===== src/rtl/mux4_rr_sched.sv =====
// mux4_rr_sched: round-robin burst scheduler feeding the Select input of a registered 4:1 mux.
// Revision: 1.0
`default_nettype none

module mux4_rr_sched #(
  parameter int MAX_BURST = 8,
  parameter int bw_cnt    = 4
) (
  input  logic       Clock,
  input  logic       Reset,
  input  logic       Enable,
  input  logic [3:0] Req,
  output logic [1:0] Select,
  output logic [3:0] Grant,
  output logic       Busy,
  output logic       OutValid,
  output logic       BurstLast
);

  localparam logic [bw_cnt-1:0] C_MAX = bw_cnt'(MAX_BURST);
  localparam logic [bw_cnt-1:0] C_ONE = bw_cnt'(1);

  typedef enum logic {
    S_IDLE  = 1'b0,
    S_GRANT = 1'b1
  } state_t;

  state_t            state_q, state_d;
  logic [1:0]        ptr_q, ptr_d;
  logic [1:0]        sel_q, sel_d;
  logic [3:0]        grant_q, grant_d;
  logic [bw_cnt-1:0] cnt_q, cnt_d;
  logic              valid_q, valid_d;
  logic              last_q, last_d;

  logic              w_found_ptr, w_found_next;
  logic [1:0]        w_win_ptr, w_win_next;
  logic [1:0]        w_next_start;
  logic              w_continue;

  // Returns {found, index} of the first requester at or after start, wrapping mod 4.
  function automatic logic [2:0] rr_pick(input logic [3:0] req, input logic [1:0] start);
    logic [1:0] idx;
    logic [2:0] res;
    res = 3'b000;
    for (int i = 3; i >= 0; i--) begin
      idx = start + 2'(i);
      if (req[idx]) res = {1'b1, idx};
    end
    return res;
  endfunction

  assign w_next_start                = sel_q + 2'd1;
  assign {w_found_ptr, w_win_ptr}    = rr_pick(Req, ptr_q);
  assign {w_found_next, w_win_next}  = rr_pick(Req, w_next_start);
  assign w_continue                  = Req[sel_q] & Enable & (cnt_q < C_MAX);

  always_comb begin
    state_d = state_q;
    ptr_d   = ptr_q;
    sel_d   = sel_q;
    grant_d = grant_q;
    cnt_d   = cnt_q;
    last_d  = 1'b0;
    valid_d = |(grant_q & Req);

    case (state_q)
      S_IDLE: begin
        if (Enable && w_found_ptr) begin
          state_d = S_GRANT;
          sel_d   = w_win_ptr;
          grant_d = 4'b0001 << w_win_ptr;
          cnt_d   = C_ONE;
          last_d  = (C_ONE == C_MAX);
        end
      end
      S_GRANT: begin
        if (w_continue) begin
          cnt_d  = cnt_q + C_ONE;
          last_d = ((cnt_q + C_ONE) == C_MAX);
        end else begin
          ptr_d = w_next_start;
          // Searching from c+1 puts c last, so it only wins as the sole requester.
          if (Enable && w_found_next) begin
            sel_d   = w_win_next;
            grant_d = 4'b0001 << w_win_next;
            cnt_d   = C_ONE;
            last_d  = (C_ONE == C_MAX);
          end else begin
            state_d = S_IDLE;
            grant_d = 4'b0000;
            cnt_d   = '0;
          end
        end
      end
      default: begin
        state_d = S_IDLE;
        grant_d = 4'b0000;
        cnt_d   = '0;
      end
    endcase
  end

  always_ff @(posedge Clock or posedge Reset) begin
    if (Reset) begin
      state_q <= S_IDLE;
      ptr_q   <= 2'd0;
      sel_q   <= 2'd0;
      grant_q <= 4'b0000;
      cnt_q   <= '0;
      valid_q <= 1'b0;
      last_q  <= 1'b0;
    end else begin
      state_q <= state_d;
      ptr_q   <= ptr_d;
      sel_q   <= sel_d;
      grant_q <= grant_d;
      cnt_q   <= cnt_d;
      valid_q <= valid_d;
      last_q  <= last_d;
    end
  end

  assign Select    = sel_q;
  assign Grant     = grant_q;
  assign Busy      = (state_q == S_GRANT);
  assign OutValid  = valid_q;
  assign BurstLast = last_q;

endmodule

`default_nettype wire

===== config.mk =====
export PLATFORM = sky130hd
export DESIGN_NAME = mux4_rr_sched
export DESIGN_NICKNAME = d
export VERILOG_FILES = /design/src/rtl/mux4_rr_sched.sv
export SDC_FILE = /design/constraint.sdc
export NUM_CORES = 1
export LEC_CHECK = 0
export CAP_MARGIN = 40
export CORE_ASPECT_RATIO = 1.1
export CORE_MARGIN = 2
export CORE_UTILIZATION = 56
export DETAILED_ROUTE_END_ITERATION = 10
export PLACE_DENSITY = 0.86
export SLEW_MARGIN = 20
export SYNTH_ARGS = -nofsm -noshare
export SYNTH_HDL_FRONTEND = slang
export SYNTH_SLANG_ARGS = --single-unit

===== constraint.sdc =====
create_clock -name Clock -period 3 [get_ports Clock]
set_input_delay 0.75 -clock Clock [delete_from_list [all_inputs] [get_ports Clock]]
set_output_delay 0.75 -clock Clock [all_outputs]
set_load 0.01 [all_outputs]

Word-level counts from Yosys, hierarchy flattened
Cells that the tools add are included.
Word-level totals
  output and inout bits: 9
  bits in latches: 0
  input port bits: 7
  memory bits (read-only): 0
  RAM bits: 0
  memories kept: 0
  register bits: 15
Operators by class
  reduce and logical (&&, ||, !) cells: 6
  divide/modulo/power cells: 0
  add/subtract/negate cells: 8
  muxes and demuxes: 44
  magnitude comparators: 10
  eq/ne operators: 4
  multiply operators: 0
  bitwise operators: 5
  shift-type cells: 2
Operators by type and width (count)
  $lt A2 B3 Y1 const B: 9
  $mux W3: 8
  $mux W4: 5
  $bmux W1 S2: 9
  $pmux W4 S2: 2
  $mux W1: 14
  $add A2 B2 Y2 const B: 4
  $shl A1 B2 Y4 const A: 2
  $add A2 B1 Y2 const B: 3
  $mux W2: 3
  $add A4 B1 Y4 const B: 1
  $and A4 B4 Y4: 1
  $eq A4 B4 Y1 const B: 1
  $lt A4 B4 Y1 const B: 1
  $ne A2 B2 Y1 const B: 2
  $pmux W1 S2: 2
  $pmux W2 S2: 1
  $reduce_and A2 Y1: 2
  $reduce_or A4 Y1: 1
  $reduce_and A3 Y1: 1
  $and A1 B1 Y1: 2
  $logic_and A1 B1 Y1: 2
  $ne A2 B1 Y1 const B: 1
  $not A1 Y1: 2

Depth between registers and ports, before layout
Gate-level depths: netlist of run 1.
  depth in word-level cells: 12
  depth in mapped cells: 7

Worst setup path after synthesis of run 1
Ideal clock, no wire load.
  kind: input to register
  start point: input port Req[2]
  end point: register grant_q[0], in the netlist Grant[0]
  buffers on the path: 1
  stages on the path: 5
  setup slack: 0.870 ns
  setup time: 0.125 ns
  arrival time: 2.006 ns
  path through: buf_6 o41ai_4 nand2_1 o21ai_2 mux2_2
Between the ends
  cells in the longest elaborated chain, start to end: 10
RTL lines
  from (decl): line 12  | input logic [3:0] Req,
  $bmux W1 S2: line 48  | if (req[idx]) res = {1'b1, idx};
  $mux W1 (not written as such): line 48
  $mux W3 (4 in a row): line 48
  $shl A1 B2 Y4 or $logic_and A1 B1 Y1 (tied branches): line 86, 84
  $mux W4: line 84  | if (Enable && w_found_next) begin
  $mux W4: line 78  | if (w_continue) begin
  $pmux W4 S2: line 67  | case (state_q)
  to (signal assigned): line 117  | grant_q <= grant_d;
  to (decl): line 31  | logic [3:0] grant_q, grant_d;
Several ways; a longest one is shown, not always the timed one. The select of a mux whose other input is x is not followed.
A chain may end at the register's enable or synchronous reset.

Final worst setup path of run 1
  start point: input port Req[3]
  end point: register grant_q[0], in the netlist Grant[0]
Same word-level chain as after synthesis.

==> results of run 1 <==
[kinds of logic after synthesis]
kind of cell               share of synthesized area
AOI/OAI and AO/OA                              0.274
xor gates and xnor gates                      0.0178
adders and majority gates                     0.0255
buffers and inverters                         0.0853
DFF                                            0.382
muxes                                         0.0662
and+or+nand+nor                                0.149
[cell usage after synthesis, types with 2 or more instances]
cell / n / area [um^2]
a21oi_1: 6 / 30.0
a22oi_1: 2 / 15.0
nand3_1: 3 / 15.0
a32o_1: 2 / 20.0
o32ai_1: 2 / 17.5
buf_6: 3 / 33.8
inv_1: 4 / 15.0
ha_1: 2 / 25.0
o22ai_1: 6 / 37.5
nor2_1: 3 / 11.3
nand2_1: 11 / 41.3
a31oi_1: 2 / 12.5
dfrtp_1: 15 / 375
inv_2: 3 / 11.3
clkbuf_1: 3 / 11.3
mux2i_1: 2 / 20.0
nor3_1: 3 / 15.0
mux2_2: 4 / 45.0
nand2b_1: 2 / 12.5
o21ai_0: 2 / 10.0
[layer usage]
layer | part of all wire | wire length, um | global-route usage | vias up
li1 | - | - | - | 411
met3 | 0.073 | 162 | 0.0453 | 6
met1 | 0.43 | 938 | 0.328 | 414
met5 | 0 | 0 | 0 | -
met2 | 0.47 | 1040 | 0.365 | 43
met4 | 0.029 | 63 | 0.121 | 0
[cell type report]
class                   instances  area share
clock buffers                   4      0.0228
inverters                       7      0.0228
multi-input cells              73       0.454
flip-flops and latches         15       0.326
well taps                      17      0.0185
repair buffers                 19       0.156
[critical path, stage by stage]
cell	delay, ps
clkdlybuf4s50_1	600
o41ai_4	680
nand2_1	160
o21ai_2	160
mux2_2	390
[worst max path at each step]
stage	start	endpoint
global route	Req[3]	Grant[3]
finish	Req[3]	Grant[0]
floorplan	Req[2]	Grant[0]
global placement	Req[3]	Grant[2]
detailed placement	Req[3]	Grant[2]
CTS	Req[3]	Grant[0]
[where the power goes]
group          switching [W]  leakage (nW)  internal, W  total (W)
Clock              0.0000654        0.0150    0.0000517   0.000117
Combinational       0.000177         0.296     0.000203   0.000380
Sequential         0.0000821         0.190     0.000258   0.000340
Total               0.000325         0.501     0.000513   0.000838
[registers in the layout, indices dropped and copies added, names as in the netlist]
| name | count |
|---|---|
| BurstLast | 1 |
| Busy | 1 |
| Grant | 4 |
| OutValid | 1 |
| Select | 2 |
| cnt_q | 4 |
| ptr_q | 2 |
[stage by stage]
step	std cells	utilization	setup slack, ps	cell area, um^2	hold slack (ps)
detailed placement	131	0.698	152	1130	545
floorplan	103	-	870	982	524
finish	135	0.714	436	1150	563
global route	135	0.714	228	1150	600
CTS	135	0.714	438	1150	565
global placement	131	0.698	245	1130	506
==> results_dict.tcl, run 1 <==
set metrics [dict create \
    clk_pin_slew_ps 90 \
    min_path_cells 1 \
    synth_edf_count 0 \
    antenna_left 0 \
    synth-main-ff-cell "dfrtp_1" \
    syn_inst 103 \
    rr_endpoint "Grant[2]" \
    nFillCells 127 \
    peakVddDrop_mv 0.527 \
    power_density_nw_per_um2 727 \
    synth_seq_cells 15 \
    power_w 0.000838 \
    clk_path_buf_depth 2 \
    vias 874 \
    cts_inserted_buffers 3 \
    async_flop_share 1.00 \
    rr_worst_depth 5 \
    tritoncts "yes" \
    ctsResizeCount 0 \
    first_pass_iters 4 \
    syn_avg_cell_area_um2 9.54 \
    p_leak_nw 0.501 \
    rows 15 \
    cts_setup_buffers 0 \
    grt_pass1_wl_mm 3.62 \
    pin_count 16 \
    syn_to_final_growth_pct 17.3 \
    regToRegSetupSlack_ps 1190 \
    drive_gt1_frac 0.161 \
    die_x_um 43.9 \
    slew-limit-headroom 0.609 \
    final-max-slew-violation-count 0 \
    drtIter0Drc 39 \
    initial_core_util 0.609 \
    htree_levels 1 \
    hold_path.class "flop to flop" \
    ys_seq_area_frac 0.382 \
    netlist_area_um2 982 \
    timing.final.crit_share 0.855 \
    multi_input_area_um2 523 \
    final_cell_mix "dfrtp_1, clkdlybuf4s50_1, nand2_1, o22ai_1, a21oi_1" \
    worst_ep_arrival_time_ps 2740 \
    setup_viol 0 \
    start_kind "primary input" \
    clock-sinks 15 \
    timing.fmax_mhz 390 \
    min_from "Grant[3]" \
    die_area_um2 2110 \
    criticalPathCategory "primary input to flop" \
    nets 128 \
    die_y_um 47.9 \
    drt-total-wl_mm 2.21 \
    endpoint_kind "flop" \
    path_max_fanout 10 \
    skew_ps 3.62 \
    antenna_found_initial 0 \
    drc 0 \
    critPathRequiredTime_ps 3180 \
    grt_usage 0.239 \
    yosysUniqueCellTypes 43 \
    setup_tns_ps 0 \
    synth.net_count 112 \
    portBuffers 15 \
    reg2reg_from "Select[0]" \
    status "complete, no violations" \
    cts_hold_buf 0 \
    antenna_cells 0 \
    overflow 0 \
    cts-root-buf "clkbuf_4" \
    gp_congestion 0.892 \
    grt_max_degree 17 \
    maxCapViolCount 0 \
    coreArea_um2 1610 \
    worstMarginPinSlew_ps 585 \
    worstSkewPairLatency_ps 290 \
    dp_hpwl_mm 1.65 \
    rsz0062_at_grt "no" \
    hold_end "Grant[3]" \
    hold_viol_final 0 \
    yosysWarnings 0 \
    min_period_ps 2560 \
    vias_per_cell 6.47 \
    register_area_um2 375 \
    first_global_vias 807 \
    wire_per_inst_um 16.3 \
]
Note: power is estimated with default switching activity, not from simulation.
==> inputs of run 2 (changes only) <==
- CORE_UTILIZATION: 56 -> 35
- PLACE_DENSITY: 0.86 -> 0.59
- REMOVE_ABC_BUFFERS: default -> 1
==> run 2 against run 1 <==
Effect of this change:
- hold slack got worse by 23 ps
- maximum frequency grew 5.5%
- combinational power decreased by 3%
- power decreased by 2.0%
- register-to-register slack better by 80 ps
- clock skew is 2.4 ps lower
- design area grew 3.0%
- final cell count rose by 13%
- non-clock buffer count rose by 2
- sequential share of layout area fell by 0.96 points
- utilization shrank 28 points
- critical endpoint is now Grant[1]
- highest routed layer unchanged
==> results_dict.tcl, run 2 (synthesis results as in run 1) <==
set metrics [dict create \
    setup_viol 0 \
    drtIter0Drc 35 \
    grt_pass1_wl_mm 3.60 \
    clk_pin_slew_ps 80 \
    rsz0062_at_grt "no" \
    cts_setup_buffers 0 \
    clk_path_buf_depth 2 \
    slew-limit-headroom 0.620 \
    cts_inserted_buffers 3 \
    critPathRequiredTime_ps 3230 \
    wire_per_inst_um 13.8 \
    portBuffers 15 \
    internal_power_w 0.000514 \
    start_kind "primary input" \
    timing.final.crit_share 0.810 \
    initial_core_util 0.360 \
    first_global_vias 813 \
    nets 130 \
    setup_tns_ps 0 \
    endpoint_kind "flop" \
    final-max-slew-violation-count 0 \
    ctsResizeCount 0 \
    pwr-share-seq 0.414 \
    grt_max_degree 17 \
    clkPwrFrac 0.138 \
    cts_hold_buf 0 \
    worstMarginPinSlew_ps 570 \
    vias 844 \
    htree_levels 1 \
    pwr-share-comb 0.447 \
    rows 20 \
    die_area_um2 3250 \
    timing.fmax_mhz 411 \
    die_x_um 54.5 \
    final_cell_mix "dfrtp_1, clkdlybuf4s50_1, nand2_1" \
    criticalPathCategory "primary input to flop" \
    maxCapViolCount 0 \
    hold_viol_final 0 \
    status "complete, no violations" \
    p_leak_nw 0.511 \
    first_pass_iters 4 \
    antenna_left 0 \
    syn_to_final_growth_pct 20.9 \
    gp_congestion 0.755 \
    peakVddDrop_mv 0.322 \
    die_y_um 59.6 \
    worst_ep_arrival_time_ps 2660 \
    pin_count 16 \
    drc 0 \
    path_max_fanout 9 \
    swShare 0.374 \
    min_period_ps 2430 \
    skew_ps 1.17 \
    overflow 0 \
    whs_ps 540 \
    antenna_cells 0 \
    drive_gt1_frac 0.175 \
    hold_path.class "flop to flop" \
    cts-root-buf "clkbuf_4" \
    drt-total-wl_mm 2.11 \
    dp_hpwl_mm 1.61 \
    coreArea_um2 2730 \
    grt_usage 0.159 \
    worstSkewPairLatency_ps 280 \
    antenna_found_initial 0 \
    clock-sinks 15 \
    p_switching_w 0.000307 \
    vias_per_cell 5.52 \
    tritoncts "yes" \
    power_density_nw_per_um2 691 \
]
## run 2: cell types whose count changed in the layout (fill, tap and decap cells not counted), sizes merged
cell  previous run  this run
buf              4         6
## run 2: power groups by stage
stage | logic [W] | clock network, W | registers (W)
after floorplan | 0.000206 | 0 | 0.000341
after global placement | 0.000367 | 0 | 0.000341
after detailed placement | 0.000370 | 0 | 0.000344
after CTS | 0.000371 | 0.000121 | 0.000341
after global routing | 0.000409 | 0.000126 | 0.000352
final | 0.000367 | 0.000114 | 0.000340
## run 2: stage by stage
stage | setup WS, ps | cells | instance area [um^2] | power, W | util
floorplan | 993 | 95 | 925 | 0.000547 | -
global placement | 300 | 149 | 1160 | 0.000708 | 0.426
detailed placement | 259 | 149 | 1160 | 0.000714 | 0.426
CTS | 560 | 153 | 1190 | 0.000833 | 0.435
global route | 286 | 153 | 1190 | 0.000887 | 0.435
finish | 570 | 153 | 1190 | 0.000821 | 0.435
## run 2: final cells by class
class	instances	area, um^2
inverters	7	26.3
multi-input cells	73	523
fillers	276	1540
repair buffers	21	195
well taps	33	41.3
clock buffers	4	26.3
flip-flops and latches	15	375
## run 2: path summary, 6_finish.rpt
kind	from	endpoint	slack [ps]	cells after the start
min	Grant[0]	OutValid	540	2
min in group asynchronous	Reset	Grant[1]	810	2
min reg2reg	Grant[0]	OutValid	540	2
max reg2reg	Select[0]	Grant[2]	1270	5
max in group asynchronous	Reset	OutValid	1820	2
max	Req[3]	Grant[1]	570	7
## run 2: per-layer routing
metal  global-route usage  vias to the layer above  share of wire
met5                    0                        -              0
met4               0.0857                        0          0.015
met3               0.0303                        4          0.023
met2                0.239                        8           0.47
met1                0.211                      415           0.49
li1                     -                      417              -
## run 2: worst max-delay path: stages
cell	delay [ps]
clkdlybuf4s50_1	480
buf_4	170
nor2_1	70
a2111oi_0	500
o21ai_0	300
o32ai_1	180
mux2_2	200
==> inputs of run 3 (changes only) <==
- PLACE_DENSITY: 0.59 -> 0.61
- clock period: 3 -> 2.2 ns (I/O delays scaled with it)
==> run 3 against run 2 <==
Effect of this change:
- critical endpoint is now Grant[2]
- combinational power rose by 50%
- clock power rose by 37%
- via count rose by 2.8%
- sequential share of layout area fell by 1.7 points
- critical path depth fell by 1
- final cell count rose by 5.9%
- first-iteration DRC count fell by 29%
==> results_dict.tcl, run 3 (synthesis results as in run 1) <==
set metrics [dict create \
    timing.fmax_mhz 477 \
    cts_inserted_buffers 3 \
    hold_viol_final 0 \
    grt_pass1_wl_mm 3.64 \
    start_kind "primary input" \
    drive_gt1_frac 0.233 \
    dp_hpwl_mm 1.76 \
    nFillCells 260 \
    reg2reg_from "Select[0]" \
    tritoncts "yes" \
    worstMarginPinSlew_ps 577 \
    nets 139 \
    min_period_ps 2100 \
    min_from "Grant[0]" \
    skew_ps 2.76 \
    pwr-share-seq 0.393 \
    wire_per_inst_um 14.2 \
    setup_slack_ps 102 \
    cts-root-buf "clkbuf_4" \
    p_switching_w 0.000435 \
    grt_usage 0.158 \
    path_max_fanout 4 \
    drc 0 \
    worst_ep_arrival_time_ps 2270 \
    rows 20 \
    pwr-share-comb 0.473 \
    clk_pin_slew_ps 80 \
    vias_per_cell 5.36 \
    rsz0062_at_grt "no" \
    hold_path.class "flop to flop" \
    power_density_nw_per_um2 929 \
    criticalPathCategory "primary input to flop" \
    cts_setup_buffers 0 \
    grt_max_degree 16 \
    antenna_found_initial 0 \
    critPathRequiredTime_ps 2370 \
    clkPwrFrac 0.134 \
    swShare 0.373 \
    coreArea_um2 2730 \
    die_x_um 54.5 \
    drt-total-wl_mm 2.30 \
    peakVddDrop_mv 0.451 \
    design_area_um2 1260 \
    slew-limit-headroom 0.615 \
    first_global_vias 801 \
    drtIter0Drc 25 \
    clk_path_buf_depth 2 \
    vias 868 \
    dp_slack_ps -271 \
    first_pass_iters 6 \
    overflow 0 \
    timing.final.crit_share 0.954 \
    worstSkewPairLatency_ps 280 \
    critical_path.startpoint "Req[1]" \
    portBuffers 15 \
    syn_to_final_growth_pct 27.9 \
    internal_power_w 0.000731 \
    gp_congestion 0.778 \
    placed_cell_area_um2 1230 \
    final_util 0.461 \
    die_area_um2 3250 \
    die_y_um 59.6 \
    clock-sinks 15 \
    initial_core_util 0.360 \
    pin_count 16 \
    p_leak_nw 0.554 \
    final-max-slew-violation-count 0 \
    status "complete, no violations" \
    antenna_left 0 \
    maxCapViolCount 0 \
    endpoint_kind "flop" \
    setup_tns_ps 0 \
    final_cell_mix "dfrtp_1, clkdlybuf4s50_1, buf_4, nand2_1" \
    antenna_cells 0 \
    setup_viol 0 \
    htree_levels 1 \
]
## run 3: cell count changes in the layout (fill, tap and decap cells not counted)
cell / delta
buf_4: +9
a2111oi_1: +1
a2111oi_0: -1
## run 3: worst paths after layout
path	end	slack, ps	depth (start not counted)
setup / recovery	Grant[2]	100	6
hold / removal	OutValid	530	2
setup reg to reg	Grant[2]	410	5
hold reg to reg	OutValid	530	2
max in group asynchronous	Grant[2]	1210	2
min in group asynchronous	cnt_q[1]	620	2
## run 3: metal layers
metal,vias to the layer above,GRT usage,wire length (um)
met5,-,0,0
met2,18,0.239,1080
met3,4,0.0379,92
li1,436,-,-
met4,0,0.0536,25
met1,410,0.220,1100
## run 3: repair_timing
item	CTS	global route
setup endpoints to repair	0	5
hold buffers	0	0
gates resized for setup	0	1
## run 3: cell type report
type | instances | area [um^2] | share of cell area
clock buffers | 4 | 26.3 | 0.0209
inverters | 7 | 26.3 | 0.0209
multi-input cells | 73 | 524 | 0.417
repair buffers | 30 | 263 | 0.209
well taps | 33 | 41.3 | 0.0329
flip-flops and latches | 15 | 375 | 0.299
## run 3: through the flow
step | power [W] | std cells | hold slack, ps
3_5_place_dp | 0.00101 | 158 | 517
2_1_floorplan | 0.000746 | 95 | 451
3_3_place_gp | 0.000997 | 158 | 504
5_1_grt | 0.00126 | 162 | 576
6_report | 0.00117 | 162 | 535
4_1_cts | 0.00117 | 162 | 537
## run 3: critical path, stage by stage
cell and delay, ps:
clkdlybuf4s50_1 540, nor2_1 70, a2111oi_1 490, nor3_1 130, a32o_1 230, mux2_2 260
## run 3: power groups by stage
stage	sequential [W]	combinational (W)	clock, W
detailed placement	0.000463	0.000550	0
CTS	0.000458	0.000552	0.000164
global route	0.000470	0.000605	0.000182
global placement	0.000458	0.000539	0
finish	0.000459	0.000551	0.000156
floorplan	0.000465	0.000281	0
